### src/rtl/timer_multi_ch.sv
// timer_multi_ch: NCH independent up/down timers sharing one free-running prescaler, APB access.
// Define TIMER_IRQ_EN to add the registered per-channel irq output and the TCR[3:2] enables.
`timescale 1ns/1ps

module timer_multi_ch #(
  parameter int WIDTH = 8,
  parameter int NCH   = 2
) (
  input  logic             pclk,
  input  logic             presetn,
  input  logic             psel,
  input  logic             penable,
  input  logic             pwrite,
  input  logic [7:0]       paddr,
  input  logic [WIDTH-1:0] pwdata,
  output logic [WIDTH-1:0] prdata,
  output logic             pready,
  output logic             pslverr
`ifdef TIMER_IRQ_EN
  ,
  output logic [NCH-1:0]   irq
`endif
);

`ifdef TIMER_IRQ_EN
  localparam logic [7:0] TCR_MASK = 8'hFF;
`else
  localparam logic [7:0] TCR_MASK = 8'hF3;
`endif

  logic [3:0]       presc_q;
  logic [3:0]       tick;
  logic [5:0]       chan;
  logic [1:0]       rsel;
  logic             chan_ok;
  logic             wr_en;

  logic [WIDTH-1:0] tdr_q [NCH];
  logic [7:0]       tcr_q [NCH];
  logic [1:0]       tsr_q [NCH];
  logic [1:0]       tsr_d [NCH];
  logic [WIDTH-1:0] cnt_q [NCH];
  logic [WIDTH-1:0] cnt_d [NCH];

  assign chan    = paddr[7:2];
  assign rsel    = paddr[1:0];
  assign chan_ok = ({26'd0, chan} < 32'(NCH));
  assign wr_en   = psel & penable & pwrite & chan_ok;
  assign pready  = 1'b1;

  always_ff @(posedge pclk or negedge presetn) begin
    if (!presetn) presc_q <= '0;
    else          presc_q <= presc_q + 4'd1;
  end

  // tick[k] is high for one cycle out of every 2^(k+1)
  assign tick = {&presc_q[3:0], &presc_q[2:0], &presc_q[1:0], presc_q[0]};

  always_comb begin
    for (int c = 0; c < NCH; c++) begin
      cnt_d[c] = cnt_q[c];
      tsr_d[c] = tsr_q[c];
      if (wr_en && chan == 6'(c) && rsel == 2'd2)
        tsr_d[c] = tsr_q[c] & pwdata[1:0];
      if (tcr_q[c][7]) begin
        cnt_d[c] = tdr_q[c];
      end else if (tcr_q[c][4] && tick[tcr_q[c][1:0]]) begin
        if (!tcr_q[c][5]) begin
          if (&cnt_q[c]) begin
            tsr_d[c][0] = 1'b1;
            cnt_d[c]    = tcr_q[c][6] ? tdr_q[c] : '0;
          end else begin
            cnt_d[c] = cnt_q[c] + WIDTH'(1);
          end
        end else begin
          if (cnt_q[c] == '0) begin
            tsr_d[c][1] = 1'b1;
            cnt_d[c]    = tcr_q[c][6] ? tdr_q[c] : '1;
          end else begin
            cnt_d[c] = cnt_q[c] - WIDTH'(1);
          end
        end
      end
    end
  end

  always_ff @(posedge pclk or negedge presetn) begin
    if (!presetn) begin
      for (int c = 0; c < NCH; c++) begin
        tdr_q[c] <= '0;
        tcr_q[c] <= '0;
        tsr_q[c] <= '0;
        cnt_q[c] <= '0;
      end
    end else begin
      for (int c = 0; c < NCH; c++) begin
        cnt_q[c] <= cnt_d[c];
        tsr_q[c] <= tsr_d[c];
        if (wr_en && chan == 6'(c) && rsel == 2'd0) tdr_q[c] <= pwdata;
        if (wr_en && chan == 6'(c) && rsel == 2'd1) tcr_q[c] <= pwdata[7:0] & TCR_MASK;
      end
    end
  end

  always_comb begin
    prdata  = '0;
    pslverr = 1'b0;
    if (presetn && psel) begin
      for (int c = 0; c < NCH; c++) begin
        if (chan == 6'(c)) begin
          case (rsel)
            2'd0:    prdata = tdr_q[c];
            2'd1:    prdata = WIDTH'(tcr_q[c]);
            2'd2:    prdata = WIDTH'(tsr_q[c]);
            default: prdata = cnt_q[c];
          endcase
        end
      end
      pslverr = penable & (~chan_ok | (pwrite & (rsel == 2'd3)));
    end
  end

`ifdef TIMER_IRQ_EN
  logic [NCH-1:0] irq_q;

  always_ff @(posedge pclk or negedge presetn) begin
    if (!presetn) begin
      irq_q <= '0;
    end else begin
      for (int c = 0; c < NCH; c++)
        irq_q[c] <= (tsr_q[c][0] & tcr_q[c][3]) | (tsr_q[c][1] & tcr_q[c][2]);
    end
  end

  assign irq = irq_q;
`endif

endmodule

### config.mk
export PLATFORM = sky130hd
export DESIGN_NAME = timer_multi_ch
export DESIGN_NICKNAME = d
export VERILOG_FILES = /design/src/rtl/timer_multi_ch.sv
export SDC_FILE = /design/constraint.sdc
export NUM_CORES = 1
export LEC_CHECK = 0
export BUFFER_PORTS_ARGS = -buffer_cell sky130_fd_sc_hd__buf_4
export CAP_MARGIN = 15
export CORE_MARGIN = 8
export CORE_UTILIZATION = 45
export CTS_BUF_LIST = sky130_fd_sc_hd__clkbuf_8
export CTS_CLUSTER_DIAMETER = 60
export CTS_CLUSTER_SIZE = 40
export DETAILED_ROUTE_END_ITERATION = 10
export GPL_ROUTABILITY_DRIVEN = 0
export PLACE_DENSITY = 0.59
export SKIP_LAST_GASP = 1
export SLEW_MARGIN = 20
export SYNTH_ARGS = -nofsm -noshare
export SYNTH_HDL_FRONTEND = slang
export SYNTH_SLANG_ARGS = --single-unit
export TNS_END_PERCENT = 30
### constraint.sdc
create_clock -name pclk -period 3.2 [get_ports pclk]
set_input_delay 0.32 -clock pclk [delete_from_list [all_inputs] [get_ports pclk]]
set_output_delay 0.32 -clock pclk [all_outputs]
set_load 0.01 [all_outputs]
# ---- Word-level counts from Yosys, hierarchy flattened
# Index checks and enable logic that the tools add are counted.
dict set report totals {
  regBits 52
  output_inout_bits 10
}
dict set report classes {
  n_addsub 5
  magnitude_cmp 3
  eq_ne 4
  n_mux 38
  bitwise 9
  reduce_logical 22
}
# operator count
set op_table {}
lappend op_table {{8-bit 2-to-1 mux} 17}
lappend op_table {{8-bit case mux with 3 select lines} 2}
lappend op_table {{8-bit by 1-bit adder with 8-bit output (second input constant)} 2}
lappend op_table {{8-bit logical NOT} 2}
lappend op_table {{8-bit AND reduction} 2}
lappend op_table {{8-bit by 1-bit subtractor with 8-bit output (second input constant)} 2}
lappend op_table {{2-bit 2-to-1 mux} 6}
lappend op_table {{1-bit logical AND} 11}
lappend op_table {{1-bit 2-to-1 mux} 11}
lappend op_table {{6-bit by 1-bit == test with 1-bit output (second input constant)} 1}
lappend op_table {{6-bit logical NOT} 1}
lappend op_table {{2-bit by 3-bit less-than comparator with 1-bit output (second input constant)} 2}
lappend op_table {{6-bit by 2-bit less-than comparator with 1-bit output (second input constant)} 1}
lappend op_table {{1-bit AND} 5}
lappend op_table {{4-bit by 1-bit adder with 4-bit output (second input constant)} 1}
lappend op_table {{2-bit AND} 2}
lappend op_table {{1-bit binary-select mux with 2-bit select} 2}
lappend op_table {{2-bit == test (second input constant)} 2}
lappend op_table {{4-bit AND reduction} 1}
lappend op_table {{2-bit nonzero test} 2}
lappend op_table {{3-bit AND reduction} 1}
lappend op_table {{2-bit by 1-bit == test with 1-bit output (second input constant)} 1}
lappend op_table {{2-bit logical NOT} 1}
lappend op_table {{2-bit AND reduction} 1}
lappend op_table {{2 further kinds} 2}

# ---- Longest topological paths before layout
dict set report depth {
  ltp_word 10
  ltp_mapped 8
}

# ---- Worst setup path before layout
# OpenSTA, ideal clock, no wires.
dict set report synth_path {
  path_type {input-to-reg}
  from {input port paddr[7]}
  to {register tdr_q[0] (netlist name)}
  setup_ns 0.125
  arrival_ns 2.087
  required_ns 3.075
  slack_ns 0.988
  path_stages 6
  n_path_buf 1
  path_cell_list {or4_4 -> or3b_4 -> or2_4 -> nand2b_4 -> buf_6 -> mux2_4}
}
dict set report synth_via {
  elab_chain_cells 4
  elab_cells_between_ends 5
  classes_between {order compare: 1; eq/ne: 1; bitwise: 1; reduce/logical: 2}
}
# element line_no
set synth_rtl {}
lappend synth_rtl {{start, declared} 14} ;# input logic [7:0] paddr,
lappend synth_rtl {{6-bit by 2-bit less-than comparator with 1-bit output} 47} ;# assign chan_ok = ({26'd0, chan} < 32'(NCH));
lappend synth_rtl {{1-bit AND} 48} ;# assign wr_en = psel & penable & pwrite & chan_ok;
lappend synth_rtl {{1-bit logical AND (*) (2 in a row)} 99} ;# if (wr_en && chan == 6'(c) && rsel == 2'd0) tdr_q[c] <= pwdata;
lappend synth_rtl {{end signal, assigned by index} 99}
lappend synth_rtl {{end, declared} 38} ;# logic [WIDTH-1:0] tdr_q [NCH];
# Every way passes the cells marked *; elsewhere a longest branch is shown, timed or not.
# A chain may end at the register's enable or synchronous reset.

# ---- Worst setup path after layout
dict set report layout_path {
  from {register cnt_q[9] (netlist name)}
  to {register cnt_q[15] (netlist name)}
}
dict set report layout_via {
  elab_chain_cells 5
  elab_cells_between_ends 9
  classes_between {add/sub: 2; mux: 5; reduce/logical: 2}
}
# element line_no
set layout_rtl {}
lappend layout_rtl {{start, declared} 42} ;# logic [WIDTH-1:0] cnt_q [NCH];
lappend layout_rtl {{start signal, assigned by index} 97} ;# cnt_q[c] <= cnt_d[c];
lappend layout_rtl {{8-bit by 1-bit adder with 8-bit output (tied with other cells)} 73} ;# cnt_d[c] = cnt_q[c] + WIDTH'(1);
lappend layout_rtl {{8-bit 2-to-1 mux, on equally long branches} {69, 76}}
lappend layout_rtl {{8-bit 2-to-1 mux (*)} 68} ;# if (!tcr_q[c][5]) begin
lappend layout_rtl {{8-bit 2-to-1 mux (*)} 67} ;# end else if (tcr_q[c][4] && tick[tcr_q[c][1:0]]) begin
lappend layout_rtl {{8-bit 2-to-1 mux (*)} 65} ;# if (tcr_q[c][7]) begin
# Every way passes the cells marked *; elsewhere a longest branch is shown, timed or not. The select of a mux whose other input is x is not followed.

==> flow_summary.json <==
{
  "status": "finished clean",
  "dieArea_um2": 11700,
  "cp-start-kind": "flip-flop",
  "dp_hpwl_mm": 8.39,
  "cts_tree": "yes",
  "grt_max_degree": 54,
  "dr.pass1.iters": 5,
  "worstPathArrival_ps": 2640,
  "setup_tns_ps": 0,
  "path_clk_slew_ps": 110,
  "yosysMostFrequentCell": "dfrtp_1",
  "yosys-top-cells-count": "dfrtp_1 (52), nand2_1 (31), clkbuf_1 (30)",
  "hold_ws_ps": 156,
  "synth_enable_flop_cells": 0,
  "path_max_fanout": 10,
  "p_leak_nw": 1.76,
  "yosysUniqueCellTypes": 65,
  "fin_worst_skew_ps": 9.84,
  "syn_area_um2": 3830,
  "ys_warn_count": 0,
  "ys_seq_area_share_pct": 34.0,
  "ys.flop_type": "dfrtp_1",
  "finalHoldViolations": 0,
  "post_cts_resized": 0,
  "grt_overflow": 0,
  "synth_top_area_share_pct": 34.0,
  "clock_latency_ps": 310,
  "finish.instance_area_um2": 4180,
  "clockBufferDepth": 2,
  "synth_area_leaders": "dfrtp_1 (34%), mux2_2 (7.3%), o21ai_0 (3.3%), a21oi_1 (3.1%), mux2_4 (3.1%)",
  "crit_path_end_kind": "flip-flop",
  "reg2reg_to": "cnt_q[15]$_DFFE_PN0P_",
  "fmax_mhz": 403,
  "fin_crit_sh_pct": 77.5,
  "worstSetupStartpoint": "cnt_q[9]$_DFFE_PN0P_",
  "dpl_cell_area_um2": 4090,
  "grt_pass1_vias": 3504,
  "ctsHoldBuffers": 0,
  "rsz0062_at_grt": "false",
  "post_cts.repair.setup_buffers": 0,
  "ys_ff_latch": 52,
  "vdd_ir_drop_max_uv": 157,
  "initial_core_util_pct": 46.6,
  "required_ps": 3360,
  "viasPerCell": 6.55,
  "clkSinkCount": 52,
  "drtAntennaViolNets": 0,
  "drc": 0,
  "rr_worst_depth": 7,
  "holdCritPathClass": "in2async",
  "grt_first_pass_wirelength_mm": 19.1,
  "vias": 3538,
  "drt-initial-drc-count": 384,
  "slew_headroom_pct": 52.6,
  "fin_nets": 463,
  "drive_above_1_share_pct": 21.4,
  "synth_top_area_cell": "dfrtp_1",
  "worstSetupPathType": "reg2reg",
  "tightest_slew_ps": 711,
  "antenna_found_initial": 0,
  "slew_violations": 0,
  "numCtsBuffers": 5,
  "setup_violations": 0,
  "synth_nets": 455,
  "antenna_cells": 0,
  "port_buffers": 29,
  "syn_inst": 426,
  "worstSetupEndpoint": "cnt_q[15]$_DFFE_PN0P_",
  "syn_area_per_cell_um2": 8.99,
  "synthArstFlopShare_pct": 100,
  "clock_tree.root_cell": "clkbuf_8",
  "wirelength_mm": 11.7,
  "area_delta_synth_final_pct": 8.98,
  "track_usage_pct": 20.2,
  "finalCriticalPeriod_ps": 2480,
  "core_um2": 8220,
  "fp.dieH_um": 108,
  "rrSetupSlack_ps": 720,
  "die_w_um": 108,
  "maxCapViolations": 0,
  "power_density_nw_per_um2": 430,
  "htreeDepth": 2,
  "rows": 33,
  "avgRoutedWirePerCell_um": 21.6,
  "reg2reg_from": "cnt_q[9]$_DFFE_PN0P_",
  "ios": 31
}
[how the worst min path moves through the flow]
stage	end	cells past startpoint
2_1_floorplan	cnt_q[0]$_DFFE_PN0P_	0
6_report	tdr_q[10]$_DFFE_PN0P_	2
3_5_place_dp	presc_q[1]$_DFF_PN0_	1
4_1_cts	tcr_q[8]$_DFFE_PN0P_	2
5_1_grt	cnt_q[2]$_DFFE_PN0P_	2
3_3_place_gp	presc_q[1]$_DFF_PN0_	1
[per-stage QoR]
stage	power, mW	worst slack (ps)	utilization (%)	std cells
detailed placement	1.41	763	49.7	532
global placement	1.40	773	49.7	532
finish	1.80	719	50.8	540
global route	1.91	550	50.8	540
CTS	1.79	755	50.8	540
floorplan	1.22	988	-	426
[report_power, final]
part	internal [mW]	switching (mW)	total, mW	leakage (nW)
clock	0.153	0.234	0.387	0.0455
combinational	0.253	0.357	0.610	1.03
sequential	0.700	0.100	0.800	0.691
[worst max-delay path: stages (launching register included)]
cell and delay, ps:
dfrtp_1 510, inv_1 170, ha_1 220, or3b_2 480
nor2_1 320, a31oi_1 130, a2111oi_0 420, a221oi_1 90
[per-layer routing]
layer | vias up | part of all wire (%) | GRT usage (%)
met2 | 160 | 42 | 29.1
met4 | 0 | 1.0 | 4.59
li1 | 1656 | - | -
met3 | 7 | 9.9 | 5.89
met5 | - | 0 | 0
met1 | 1715 | 47 | 29.2
[layout by cell type (no fill, tap or decap), drive strengths merged, types with 3 or more instances in the layout]
cell,netlist,final
mux2,33,33
xnor2,4,4
buf,4,35
nand2,31,31
clkbuf,30,5
or2,4,4
inv,18,19
o41ai,4,4
and4,3,3
o22ai,7,7
or4,6,6
and3,9,9
nor3,9,9
a221oi,13,13
o211ai,3,3
a22oi,3,3
nor3b,4,4
or3b,5,5
o221ai,4,4
nand4,7,7
a31oi,13,13
nor4,6,6
a41oi,3,3
nand2b,3,3
a2bb2oi,4,4
nor2,21,21
o31ai,8,8
ha,8,8
mux4,4,4
o21ai,25,25
nand3,17,17
dfrtp,52,52
or3,4,4
a211oi,5,5
a21oi,24,24
[flip-flops by register name, summed over array words and instances (netlist names)]
name	cells
cnt_q	16
tdr_q	16
tcr_q	12
presc_q	4
tsr_q	4
[kinds of logic after synthesis]
group	Yosys count	synth area share, %
flops	52	34.0
fa+ha+maj	8	2.61
xor+xnor	6	1.37
mux	39	13.4
other cells	1	0.0979
compound gates	133	23.7
simple gates	135	19.5
buf+inv	52	5.39
[cell type report]
cell class | count | area (um2)
Timing Repair Buffer | 35 | 263
Clock inverter | 3 | 20.0
Fill cell | 769 | 4040
Multi-Input combinational cell | 322 | 2320
Inverter | 18 | 67.6
Sequential cell | 52 | 1300
Tap cell | 105 | 131
Clock buffer | 5 | 68.8
(Power assumes the default switching activity.)
